$ cat config.mk
export PLATFORM = sky130hd
export DESIGN_NAME = id_skid_decode
export DESIGN_NICKNAME = d
export VERILOG_FILES = /design/src/rtl/id_skid_decode.sv
export SDC_FILE = /design/constraint.sdc
export NUM_CORES = 1
export LEC_CHECK = 0
export ABC_AREA = 1
export CORE_UTILIZATION = 30
export CTS_CLUSTER_DIAMETER = 60
export DETAILED_ROUTE_END_ITERATION = 8
export SYNTH_ARGS = -nofsm -noshare
export SYNTH_HDL_FRONTEND = slang
export SYNTH_SLANG_ARGS = --single-unit
$ cat constraint.sdc
create_clock -name clk -period 2.05 [get_ports clk]
set_input_delay 0.3075 -clock clk [delete_from_list [all_inputs] [get_ports clk]]
set_output_delay 0.3075 -clock clk [all_outputs]
set_load 0.1 [all_outputs]
$ cat src/rtl/id_skid_decode.sv
// id_skid_decode: decode-side pipeline buffer between fetch and the
// immediate extender / register-file read.
//
// Fetched instruction + PC pairs arrive over a valid/ready handshake and are
// held in a two-entry skid buffer (main + skid). The main entry is the head
// and drives the pre-split instruction fields. in_ready is a register derived
// from the next state, so fetch never sees a combinational path from
// out_ready. A flush discards everything held plus any same-cycle input.
//
// Optional build macro: ID_STALL_CNT_EN adds the stall_cnt output, a
// saturating count of cycles where a valid head entry is not consumed.
module id_skid_decode #(
  parameter int PC_W    = 32,
  parameter int INSTR_W = 32
) (
  input  logic               clk,
  input  logic               rst_n,
  input  logic               in_valid,
  output logic               in_ready,
  input  logic [INSTR_W-1:0] in_instr,
  input  logic [PC_W-1:0]    in_pc,
  input  logic               flush,
  output logic               out_valid,
  input  logic               out_ready,
  output logic [PC_W-1:0]    out_pc,
  output logic [5:0]         out_opcode,
  output logic [4:0]         out_rs,
  output logic [4:0]         out_rt,
  output logic [4:0]         out_rd,
  output logic [4:0]         out_shamt,
  output logic [5:0]         out_funct,
  output logic [15:0]        out_imm16,
  output logic               out_imm_unsigned
`ifdef ID_STALL_CNT_EN
  ,
  output logic [15:0]        stall_cnt
`endif
);

  // Buffer occupancy states
  localparam logic [1:0] ST_EMPTY = 2'd0;
  localparam logic [1:0] ST_ONE   = 2'd1;
  localparam logic [1:0] ST_FULL  = 2'd2;

  // Opcodes whose 16-bit immediate is zero-extended (ANDI, ORI, XORI, LUI)
  localparam logic [5:0] OP_ANDI = 6'h0C;
  localparam logic [5:0] OP_ORI  = 6'h0D;
  localparam logic [5:0] OP_XORI = 6'h0E;
  localparam logic [5:0] OP_LUI  = 6'h0F;

  logic [1:0]         state;
  logic [1:0]         state_nxt;

  logic [INSTR_W-1:0] main_instr;
  logic [PC_W-1:0]    main_pc;
  logic               main_uns;

  logic [INSTR_W-1:0] skid_instr;
  logic [PC_W-1:0]    skid_pc;
  logic               skid_uns;

  logic               in_xfer;
  logic               out_xfer;
  logic               load_main;
  logic               load_skid;
  logic               move_skid;
  logic               in_uns;

  // Extender control is decided once, when the entry is captured
  function automatic logic imm_is_unsigned(input logic [5:0] op);
    return (op == OP_ANDI) || (op == OP_ORI) || (op == OP_XORI) || (op == OP_LUI);
  endfunction

  assign in_uns    = imm_is_unsigned(in_instr[31:26]);
  assign out_valid = (state != ST_EMPTY);
  assign in_xfer   = in_valid & in_ready;
  assign out_xfer  = out_valid & out_ready;

  // Next-state and datapath steering; flush overrides every transfer
  always_comb begin
    state_nxt = state;
    load_main = 1'b0;
    load_skid = 1'b0;
    move_skid = 1'b0;
    if (flush) begin
      state_nxt = ST_EMPTY;
    end else begin
      case (state)
        ST_EMPTY: begin
          if (in_xfer) begin
            load_main = 1'b1;
            state_nxt = ST_ONE;
          end
        end
        ST_ONE: begin
          if (in_xfer && out_xfer) begin
            load_main = 1'b1;
          end else if (in_xfer) begin
            load_skid = 1'b1;
            state_nxt = ST_FULL;
          end else if (out_xfer) begin
            state_nxt = ST_EMPTY;
          end
        end
        ST_FULL: begin
          if (out_xfer) begin
            move_skid = 1'b1;
            state_nxt = ST_ONE;
          end
        end
        default: begin
          state_nxt = ST_EMPTY;
        end
      endcase
    end
  end

  // State register and registered in_ready, looked up from the next state
  always_ff @(posedge clk) begin
    if (!rst_n) begin
      state    <= ST_EMPTY;
      in_ready <= 1'b1;
    end else begin
      state    <= state_nxt;
      in_ready <= (state_nxt != ST_FULL);
    end
  end

  // Head entry: fresh input when it becomes head directly, else the skid entry
  always_ff @(posedge clk) begin
    if (!rst_n) begin
      main_instr <= '0;
      main_pc    <= '0;
      main_uns   <= 1'b0;
    end else if (load_main) begin
      main_instr <= in_instr;
      main_pc    <= in_pc;
      main_uns   <= in_uns;
    end else if (move_skid) begin
      main_instr <= skid_instr;
      main_pc    <= skid_pc;
      main_uns   <= skid_uns;
    end
  end

  // Skid entry catches the input that arrives while the head is blocked
  always_ff @(posedge clk) begin
    if (!rst_n) begin
      skid_instr <= '0;
      skid_pc    <= '0;
      skid_uns   <= 1'b0;
    end else if (load_skid) begin
      skid_instr <= in_instr;
      skid_pc    <= in_pc;
      skid_uns   <= in_uns;
    end
  end

  assign out_pc           = main_pc;
  assign out_opcode       = main_instr[31:26];
  assign out_rs           = main_instr[25:21];
  assign out_rt           = main_instr[20:16];
  assign out_rd           = main_instr[15:11];
  assign out_shamt        = main_instr[10:6];
  assign out_funct        = main_instr[5:0];
  assign out_imm16        = main_instr[15:0];
  assign out_imm_unsigned = main_uns;

`ifdef ID_STALL_CNT_EN
  // Saturating count of head-blocked cycles; only reset clears it
  always_ff @(posedge clk) begin
    if (!rst_n) begin
      stall_cnt <= '0;
    end else if (out_valid && !out_ready && (stall_cnt != 16'hFFFF)) begin
      stall_cnt <= stall_cnt + 16'd1;
    end
  end
`endif

endmodule
# Yosys cells after proc, flatten, opt, wreduce, memory -nomap -nowiden
# Cells that the tools add are included.
[word_totals]
regBits = 133
out_inout_bits = 83
[classes]
n_eq_ne = 7
n_mux = 23
n_bitwise = 2
n_reduce_logical = 7
[ops]
columns = ["cell", "count"]
rows = [
  ["$mux 32", 4],
  ["$eq 6x4->1 const B", 4],
  ["$mux 2", 6],
  ["$mux 1", 11],
  ["$pmux 2 s3", 1],
  ["$reduce_bool 2->1", 2],
  ["$logic_or 1x1->1", 3],
  ["$and 1x1->1", 2],
  ["$eq 2x1->1 const B", 1],
  ["$eq 2x2->1 const B", 1],
  ["$logic_not 2->1", 1],
  ["$ne 2x2->1 const B", 1],
  ["$pmux 1 s2", 1],
  ["$logic_and 1x1->1", 1],
]

# Depth between registers and ports, before layout
# Gate-level depths: netlist (run 1).
[depth]
word_depth = 8
ltp_mapped = 8
mapped_depth_nobuf = 7

# Least setup slack after synthesis (run 1)
# No wires, ideal clock.
[synth_timing]
path_kind = "flip-flop to flip-flop"
from = "reg in_ready"
to = "reg main_instr[26]"
setup_time_ns = 0.132
t_arrival_ns = 1.895
slack_ns = 0.023
path_stages_with_launch = 8
path_cell_list = "dfxtp_1 > nand2_1 > nor2_2 > buf_4 > buf_2 > nand3_1 > nand2_1 > a21oi_1"
[synth_between]
elab_chain_cells = 6
word_cells_on_any_way = 8
classes_between = "mux: 5; bitwise: 1; reduce/logical: 2"
[synth_rtl]
columns = ["element", "line", "text"]
rows = [
  ["start, declared", "19", "output logic in_ready,"],
  ["start signal, assigned", "125", "in_ready <= (state_nxt != ST_FULL);"],
  ["$and 1x1->1 *", "76", "assign in_xfer = in_valid & in_ready;"],
  ["$logic_and 1x1->1", "96", "if (in_xfer && out_xfer) begin"],
  ["$mux 1", "96", ""],
  ["$pmux 1 s2 *", "88", "case (state)"],
  ["$mux 1 *", "85", "if (flush) begin"],
  ["$mux 32 or $reduce_bool 2->1 (tied branches)", "n/a", ""],
  ["end signal, assigned", "136", "main_instr <= in_instr;"],
  ["end signal, assigned", "140", "main_instr <= skid_instr;"],
  ["end, declared", "54", "logic [INSTR_W-1:0] main_instr;"],
]
# Mark *: on every way between the ends. The rest lies on a longest branch, timed or not.
# A chain may end at the register's enable or synchronous reset.

# Worst setup path in the final report (run 1)
[layout_timing]
from = "reg state[0]"
to = "out out_valid"
[layout_between]
elab_chain_cells = 1
[layout_rtl]
columns = ["element", "line", "text"]
rows = [
  ["start, declared", "51", "logic [1:0] state;"],
  ["start signal, assigned", "124", "state <= state_nxt;"],
  ["$reduce_bool 2->1", "75", "assign out_valid = (state != ST_EMPTY);"],
  ["end, declared", "23", "output logic out_valid,"],
]
# Every way passes these cells.

==> flow_summary_export.csv, run 1 <==
group,metric,value,unit
run,drv_cap,0,
yosys,synth.top_cell.area_share,42.5,%
timing,min_period_over_period,77.0,%
timing,setup_viol,0,
timing,finalCriticalPeriod,1.58,ns
min_path,hold_path.class,"reg -> reg",
global_routing,grt_antenna_before_repair,0,
floorplan,core_area,20400,µm²
placed_design,dpl.hpwl,11200,µm
cells_and_area,seq_area,2660,µm²
cts,path_clk_slew,0.06,ns
cells_and_area,layout_common_cells,"nand3_1 (260), nand2_1 (206), dfxtp_1 (133), a21oi_1 (130), buf_4 (94)",
cts,clk_path_buf_depth,2,
timing,worstMarginPinSlew,0.499,ns
status,status,"finished clean",
global_routing,overflow,0,
worst_setup_path,cp_max_fo,4,
global_routing,track_usage,17.7,%
placed_design,port_buffers,151,
routing,dr.pass1.iters,5,
cells_and_area,drive_above_1_share,14.5,%
cts,cts_buffers,17,
routing,drt_iter0_markers,391,
yosys,syn_nets,985,
cells_and_area,syn_to_final_growth,34.0,%
cts,hold_buffers,0,
yosys,synth_largest_area_cell,"dfxtp_1",
power_and_ir_drop,peakVddDrop,0.487,mV
cts,post_cts_resized,0,
worst_setup_path,criticalPathCategory,"reg -> out",
timing,slew_headroom,66.7,%
worst_setup_path,max_stage_delay,0.44,ns
worst_setup_path,start_kind,"flip-flop",
global_routing,grt_pass1_vias,5620,
cells_and_area,layout.nets,1078,
yosys,synth_cell_types,17,
placed_design,place_ws,0.117,ns
floorplan,rows,52,
floorplan,ios,152,
cts,clockRootBuffer,"clkbuf_16",
cts,clock-sinks,133,
worst_setup_path,cp.arrival,1.27,ns
cts,h-tree-depth,4,
floorplan,die_h,146,µm
yosys,synth-seq-cells,133,
global_routing,grt_pass1_wl,30600,µm
routing,drt-total-wl,19000,µm
timing,tns,0,ns
yosys,yosysSeqAreaShare,42.5,%
cts,clkLatencyLatePin,0.41,ns
routing,vias,6309,
worst_setup_path,slowest_stage,"dfxtp_1",
routing,drc,0,
timing,finalClockSkew,0.00676,ns
yosys,synth_area_leaders,"dfxtp_1 (43%), nand3_1 (21%), nand2_1 (12%)",
timing,report.final.hold_viol_count,0,
yosys,synthCells,916,
worst_setup_path,crit_path_end_kind,"output port",
placed_design,gp_congestion,0.752,
power_and_ir_drop,powerDensity,930,nW/µm²
routing,postRouteAntennaNets,0,
cells_and_area,final_common_cell,"nand3_1",
routing,post_drt_wl_per_cell,14.7,µm
timing,drv_slew,0,
worst_setup_path,crit_required,1.74,ns
timing,fin_ws,0.471,ns
cells_and_area,num-fill-cells,2140,
power_and_ir_drop,power_leakage,3.59,nW
cts,cts_setup_buffers,0,
yosys,postSynthAreaPerCell,6.83,µm²
cells_and_area,antenna_cells,0,
cells_and_area,multiInputGateArea,2830,µm²
yosys,ys_warn_count,0,
worst_setup_path,worstPathCellList,"inv_2 > nand2_1 > buf_12",
timing,rsz0062_at_grt,"false",
yosys,netlist_area,6260,µm²
routing,viasPerCell,4.88,
timing,fmax,633,MHz
cts,cts_tree,"yes",
floorplan,start_util,30.7,%
floorplan,dieArea,21400,µm²
global_routing,grt_max_degree,69,
floorplan,die_x,146,µm
[layout make-up]
class | instances | area share, %
well taps | 270 | 4.03
multi-input cells | 610 | 33.8
repair buffers | 174 | 19.4
clock buffers | 23 | 5.70
flip-flops and latches | 133 | 31.7
clock inverters | 9 | 2.06
inverters | 73 | 3.30
[flip-flops by register name, indices dropped and copies added (netlist names)]
register and flops:
main_instr 32, in_ready 1, skid_pc 32, state 2, skid_uns 1, skid_instr 32, out_pc 32, out_imm_unsigned 1
[cell usage after synthesis]
cell type,instances
dfxtp_1,133
nand3_2,1
nand2_1,208
buf_2,51
nand3_1,261
clkinv_1,1
a21oi_1,130
buf_4,22
buf_1,1
o211ai_1,1
nor2_1,4
clkbuf_1,26
o21ai_0,1
nand4_1,1
inv_1,67
inv_2,5
nor2_2,3
[final timing paths]
kind	start	end	slack [ns]	cells after the start
max	state[0]$_SDFF_PN0_	out_valid	0.47	3
max reg2reg	in_ready$_SDFF_PN1_	skid_pc[22]$_SDFFE_PN0P_	0.59	6
min	skid_instr[30]$_SDFFE_PN0P_	skid_instr[30]$_SDFFE_PN0P_	0.46	2
min reg2reg	skid_instr[30]$_SDFFE_PN0P_	skid_instr[30]$_SDFFE_PN0P_	0.46	2
[metrics by stage]
stage          hold slack (ns)  util, %  total power, W  instances  instance area, µm²
2_1_floorplan            0.444        -         0.00402        916                6260
3_3_place_gp             0.452     38.0         0.00446       1260                7740
3_5_place_dp             0.456     38.0         0.00447       1260                7740
4_1_cts                  0.465     41.2         0.00788       1292                8390
5_1_grt                  0.482     41.2         0.00808       1292                8390
6_report                 0.462     41.2         0.00780       1292                8390
[cell families after synthesis]
kind of cell           synth area share (%)
buffers and inverters                  12.7
flip-flops                             42.5
AO/OA/AOI/OAI                          10.6
AND/OR/NAND/NOR                        34.1
[worst max-delay path, delay by kind of cell (launching register included)]
| family | cells | cell delay (ns) |
|---|---|---|
| DFF | 1 | 0.44 |
| and+or+nand+nor | 1 | 0.13 |
| buffers and inverters | 2 | 0.28 |
[metal layers]
layer / wire, µm / vias up / global-route usage [%]
li1: - / 3185 / -
met1: 9210 / 2911 / 24.9
met2: 8440 / 198 / 27.0
met3: 1160 / 15 / 4.19
met4: 232 / 0 / 4.79
met5: 0 / - / 0
[where the power goes]
part / total, W / switching, W / internal [W] / leakage, nW
Clock: 0.00340 / 0.00114 / 0.00225 / 0.317
Sequential: 0.00275 / 0.0000637 / 0.00269 / 1.08
Combinational: 0.00165 / 0.00124 / 0.000419 / 2.19
Total: 0.00780 / 0.00244 / 0.00536 / 3.59
Power figures use the tool's default switching activity.
==> run 2: changes to the inputs <==
==> constraint.sdc (replaced) <==
create_clock -name clk -period 1.25 [get_ports clk]
set_input_delay 0.1875 -clock clk [delete_from_list [all_inputs] [get_ports clk]]
set_output_delay 0.1875 -clock clk [all_outputs]
set_load 0.1 [all_outputs]
==> run 2 against run 1 <==
  * The run now ends with negative setup slack left
  * Global-route usage increased by 1.3 points
  * First-iteration DRC count increased by 9.5%
  * Clock skew increased by 0.0031 ns
==> flow_summary_export.csv, run 2 (synthesis results as in run 1) <==
group,metric,value,unit
status,status,"finished with violations",
status,violations,"negative setup slack",
timing,finalCriticalPeriod,1.41,ns
timing,fmax,711,MHz
cts,cts_tree,"yes",
timing,drv_slew,0,
power_and_ir_drop,power,0.0133,W
cells_and_area,antenna_cells,0,
timing,slew_headroom,78.4,%
floorplan,die_x,146,µm
timing,worstMarginPinSlew,0.325,ns
routing,postRouteAntennaNets,0,
worst_setup_path,crit_path_end_kind,"flip-flop",
timing,fin_ws,-0.156,ns
global_routing,grt_max_degree,48,
cts,path_clk_slew,0.06,ns
floorplan,core_area,20400,µm²
placed_design,dpl.hpwl,12500,µm
power_and_ir_drop,power_leakage,4.33,nW
floorplan,start_util,30.7,%
global_routing,grt_antenna_before_repair,0,
cts,clockRootBuffer,"clkbuf_16",
global_routing,grt_pass1_wl,32500,µm
power_and_ir_drop,peakVddDrop,0.872,mV
timing,report.final.hold_viol_count,0,
floorplan,dieArea,21400,µm²
power_and_ir_drop,powerDensity,1260,nW/µm²
cells_and_area,layout.nets,1130,
cells_and_area,layout_common_cells,"nand3_1 (230), nand2_1 (197), a21oi_1 (117), dfxtp_1 (114), buf_12 (112)",
cts,hold_buffers,0,
cts,h-tree-depth,4,
cells_and_area,final_cells,1344,
cts,clock-sinks,133,
timing,finalClockSkew,0.00985,ns
routing,vias,6575,
routing,drt_iter0_markers,428,
placed_design,place_ws,-0.457,ns
worst_setup_path,start_kind,"flip-flop",
cts,clkLatencyLatePin,0.42,ns
routing,post_drt_wl_per_cell,15.9,µm
worst_setup_path,crit_required,1.55,ns
run,drv_cap,0,
worst_setup_path,criticalPathCategory,"reg -> reg",
timing,rsz0062_at_grt,"true",
timing,min_period_over_period,113,%
routing,dr.pass1.iters,5,
placed_design,port_buffers,151,
min_path,hold_path.class,"in -> reg",
cells_and_area,drive_above_1_share,25.3,%
routing,drc,0,
timing,setup_viol,131,
cells_and_area,final_common_cell,"nand3_1",
cts,cts_buffers,17,
placed_design,gp_congestion,0.752,
cts,clk_path_buf_depth,2,
floorplan,ios,152,
routing,drt-total-wl,21400,µm
routing,viasPerCell,4.89,
global_routing,overflow,0,
global_routing,grt_pass1_vias,5925,
worst_setup_path,cp_max_fo,9,
timing,tns,-12.54,ns
cells_and_area,syn_to_final_growth,69.3,%
worst_setup_path,cp.arrival,1.70,ns
floorplan,rows,52,
placed_design,placedCellCount,1285,
global_routing,track_usage,19.1,%
floorplan,die_h,146,µm
cells_and_area,fin_util,52.0,%
[run 2: cell count changes in the layout (fill, tap and decap cells not counted), moves of 9 or more]
cell	change
buf_12	+100
nand3_2	+29
nand3_1	-30
dfxtp_2	+16
buf_6	+11
buf_4	-73
a21oi_2	+13
a21oi_1	-13
nand2_1	-9
dfxtp_1	-19
[run 2: worst paths after layout]
kind | from | to | slack (ns) | cells past startpoint
worst max register to register | state[0]$_SDFF_PN0_ | out_pc[5]$_SDFFE_PN0P_ | -0.16 | 7
worst min-delay path | in_pc[21] | skid_pc[21]$_SDFFE_PN0P_ | 0.37 | 3
worst min register to register | skid_instr[21]$_SDFFE_PN0P_ | skid_instr[21]$_SDFFE_PN0P_ | 0.46 | 2
worst max-delay path | state[0]$_SDFF_PN0_ | out_pc[5]$_SDFFE_PN0P_ | -0.16 | 7
[run 2: critical path: stages, from the launching register on]
cell and delay (ns):
dfxtp_4 0.36, buf_12 0.13, nor2_4 0.15, buf_6 0.15
nand2_8 0.13, clkbuf_16 0.21, nand3_1 0.09, a21oi_1 0.07
[run 2: routing by layer]
metal	vias to the layer above	track usage (%)	routed length [µm]
li1	3301	-	-
met1	3042	24.7	9220
met2	200	31.9	10800
met3	32	3.06	921
met4	0	6.82	416
met5	-	0	0
[run 2: metrics by stage]
step                instance area [µm²]  hold WS [ns]
floorplan                          6580         0.335
CTS                               10200         0.358
finish                            10600         0.372
global placement                   9210         0.447
global route                      10600         0.377
detailed placement                 9210         0.451
[run 2: what timing repair did]
item,4_1_cts,5_1_grt
setup buffers,10,5
cloned,5,8
resized for setup,33,46
pin swaps,5,25
setup endpoints to repair,132,135
[run 2: area by class of cell]
class,count,area (µm²)
multi-input cells,610,3110
clock inverters,8,120
inverters,73,292
repair buffers,226,3550
clock buffers,24,493
fillers,1875,9770
well taps,270,338
flip-flops and latches,133,2690
[run 2: report_power, final]
group / internal (W) / switching [W]
registers: 0.00441 / 0.000209
clock network: 0.00335 / 0.00185
logic: 0.00136 / 0.00215
total: 0.00912 / 0.00421
==> run 3: changes to the inputs <==
==> constraint.sdc (replaced) <==
create_clock -name clk -period 1.8 [get_ports clk]
set_input_delay 0.27 -clock clk [delete_from_list [all_inputs] [get_ports clk]]
set_output_delay 0.27 -clock clk [all_outputs]
set_load 0.1 [all_outputs]
==> run 3 against run 2 <==
  * The flow now finishes without violations
  * First-iteration DRC count increased by 7.5%
  * Routed wire length down 12%
  * Cell area fell by 19%
  * Via count down 4.1%
  * Sequential share of layout area grew 5.8 points
  * Hold slack better by 0.080 ns
  * Core utilization shrank 10 points
  * Sequential power decreased by 32%
  * Count of clock-buffer cells in the layout is 6 lower
  * Critical endpoint is now out_valid
  * Largest cell class is now multi-input gates
==> flow_summary_export.csv, run 3 (synthesis results as in run 1) <==
group,metric,value,unit
power_and_ir_drop,peakVddDrop,0.586,mV
floorplan,die_x,146,µm
cells_and_area,seq_area,2660,µm²
timing,worstMarginPinSlew,0.358,ns
cts,post_cts_resized,0,
status,status,"finished clean",
timing,report.final.hold_viol_count,0,
timing,setup_viol,0,
power_and_ir_drop,power_leakage,3.65,nW
cts,clkLatencyLatePin,0.42,ns
timing,slew_headroom,75.9,%
routing,drt_iter0_markers,460,
floorplan,start_util,30.7,%
global_routing,track_usage,18.1,%
worst_setup_path,crit_required,1.53,ns
floorplan,core_area,20400,µm²
power_and_ir_drop,swShare,33.3,%
cts,cts_tree,"yes",
cts,clockRootBuffer,"clkbuf_16",
worst_setup_path,worstPathCellList,"inv_2 > nand2_1 > buf_12",
placed_design,dpl.hpwl,11600,µm
placed_design,gp_congestion,0.764,
cts,path_clk_slew,0.06,ns
power_and_ir_drop,p_switching,0.00289,W
run,drv_cap,0,
cells_and_area,layout.nets,1088,
cells_and_area,syn_to_final_growth,36.4,%
worst_setup_path,cp.arrival,1.32,ns
global_routing,grt_pass1_vias,6023,
cts,hold_buffers,0,
timing,tns,0,ns
power_and_ir_drop,pwr-share-seq,36.1,%
floorplan,dieArea,21400,µm²
cells_and_area,antenna_cells,0,
timing,rsz0062_at_grt,"false",
routing,post_drt_wl_per_cell,14.5,µm
cells_and_area,fin_area,8540,µm²
routing,drt-total-wl,18900,µm
cts,cts_setup_buffers,0,
power_and_ir_drop,p_int,0.00579,W
timing,finalClockSkew,0.0121,ns
cells_and_area,multiInputGateArea,2840,µm²
cts,clock-sinks,133,
worst_setup_path,slowest_stage,"dfxtp_1",
worst_setup_path,crit_end,"out_valid",
min_path,hold_path.class,"in -> reg",
placed_design,dpl-instance-area,7920,µm²
worst_setup_path,cp_max_fo,4,
routing,drc,0,
timing,fmax,628,MHz
worst_setup_path,r2r_start,"state[0]$_SDFF_PN0_",
global_routing,grt_antenna_before_repair,0,
global_routing,overflow,0,
routing,dr.pass1.iters,4,
routing,viasPerCell,4.84,
timing,drv_slew,0,
cells_and_area,num-fill-cells,2127,
cts,clk_path_buf_depth,2,
worst_setup_path,max_stage_delay,0.46,ns
cts,h-tree-depth,4,
power_and_ir_drop,combPwrFrac,22.1,%
global_routing,grt_pass1_wl,31200,µm
worst_setup_path,crit_path_end_kind,"output port",
floorplan,die_h,146,µm
worst_setup_path,r2r_end,"skid_instr[4]$_SDFFE_PN0P_",
worst_setup_path,r2r_cells,6,
timing,finalCriticalPeriod,1.59,ns
placed_design,port_buffers,151,
worst_setup_path,criticalPathCategory,"reg -> out",
cts,cts_buffers,17,
power_and_ir_drop,pwr-share-clk,41.8,%
cells_and_area,final_common_cell,"nand3_1",
worst_setup_path,start_kind,"flip-flop",
routing,vias,6304,
worst_setup_path,cp-startpoint,"state[0]$_SDFF_PN0_",
floorplan,ios,152,
cells_and_area,drive_above_1_share,15.7,%
global_routing,grt_max_degree,57,
floorplan,rows,52,
timing,min_period_over_period,88.5,%
cells_and_area,layout_common_cells,"nand3_1 (260), nand2_1 (206), dfxtp_1 (132), a21oi_1 (130), buf_4 (96)",
power_and_ir_drop,powerDensity,1020,nW/µm²
worst_setup_path,r2r_slack,0.39,ns
routing,postRouteAntennaNets,0,
-- run 3: cell types whose count changed in the layout (fill, tap and decap cells not counted), moves of 15 or more --
cell | previous run | this run
buf_12 | 112 | 20
buf_4 | 21 | 96
nand3_1 | 230 | 260
nand3_2 | 30 | 0
dfxtp_1 | 114 | 132
dfxtp_2 | 16 | 1
-- run 3: cell type report --
| cell class | instances | area share, % |
|---|---|---|
| clock inverters | 14 | 2.07 |
| inverters | 73 | 3.24 |
| multi-input cells | 610 | 33.3 |
| well taps | 270 | 3.96 |
| repair buffers | 184 | 21.1 |
| flip-flops and latches | 133 | 31.2 |
| clock buffers | 18 | 5.15 |
-- run 3: worst min path at each step --
stage	startpoint	to	slack, ns	cells past startpoint
2_1_floorplan	flush	state[0]$_SDFF_PN0_	0.43	3
3_3_place_gp	skid_uns$_SDFFE_PN0P_	skid_uns$_SDFFE_PN0P_	0.45	2
3_5_place_dp	skid_uns$_SDFFE_PN0P_	skid_uns$_SDFFE_PN0P_	0.46	2
4_1_cts	in_instr[2]	skid_instr[2]$_SDFFE_PN0P_	0.43	3
5_1_grt	in_instr[4]	skid_instr[4]$_SDFFE_PN0P_	0.45	3
6_report	in_instr[2]	skid_instr[2]$_SDFFE_PN0P_	0.45	3
-- run 3: metrics by stage --
step	total power (W)	hold WS (ns)	worst slack (ns)	utilization, %	cells
3_3_place_gp	0.00512	0.451	0.0261	38.9	1270
5_1_grt	0.00899	0.454	0.136	41.9	1302
4_1_cts	0.00877	0.431	0.185	41.9	1302
2_1_floorplan	0.00457	0.429	0.131	-	916
3_5_place_dp	0.00513	0.456	-0.0165	38.9	1270
6_report	0.00868	0.451	0.207	41.9	1302
-- run 3: power by group through the flow --
stage | Combinational (W) | Sequential, W | Clock, W
final | 0.00192 | 0.00314 | 0.00362
after global routing | 0.00202 | 0.00315 | 0.00383
after CTS | 0.00193 | 0.00314 | 0.00370
after detailed placement | 0.00192 | 0.00320 | 0
after global placement | 0.00192 | 0.00320 | 0
after floorplan | 0.000663 | 0.00391 | 0
-- run 3: layer usage --
| layer | global-route usage, % | vias to the layer above | share of wire [%] |
|---|---|---|---|
| met1 | 24.5 | 2918 | 49 |
| met5 | 0 | - | 0 |
| li1 | - | 3213 | - |
| met4 | 4.64 | 0 | 0.95 |
| met2 | 28.2 | 161 | 44 |
| met3 | 5.00 | 12 | 6.0 |
-- run 3: worst max-delay path, delay by kind of cell (launching register included) --
kind | cells | cell delay, ns
simple gates | 1 | 0.15
flops | 1 | 0.46
buf+inv | 2 | 0.29
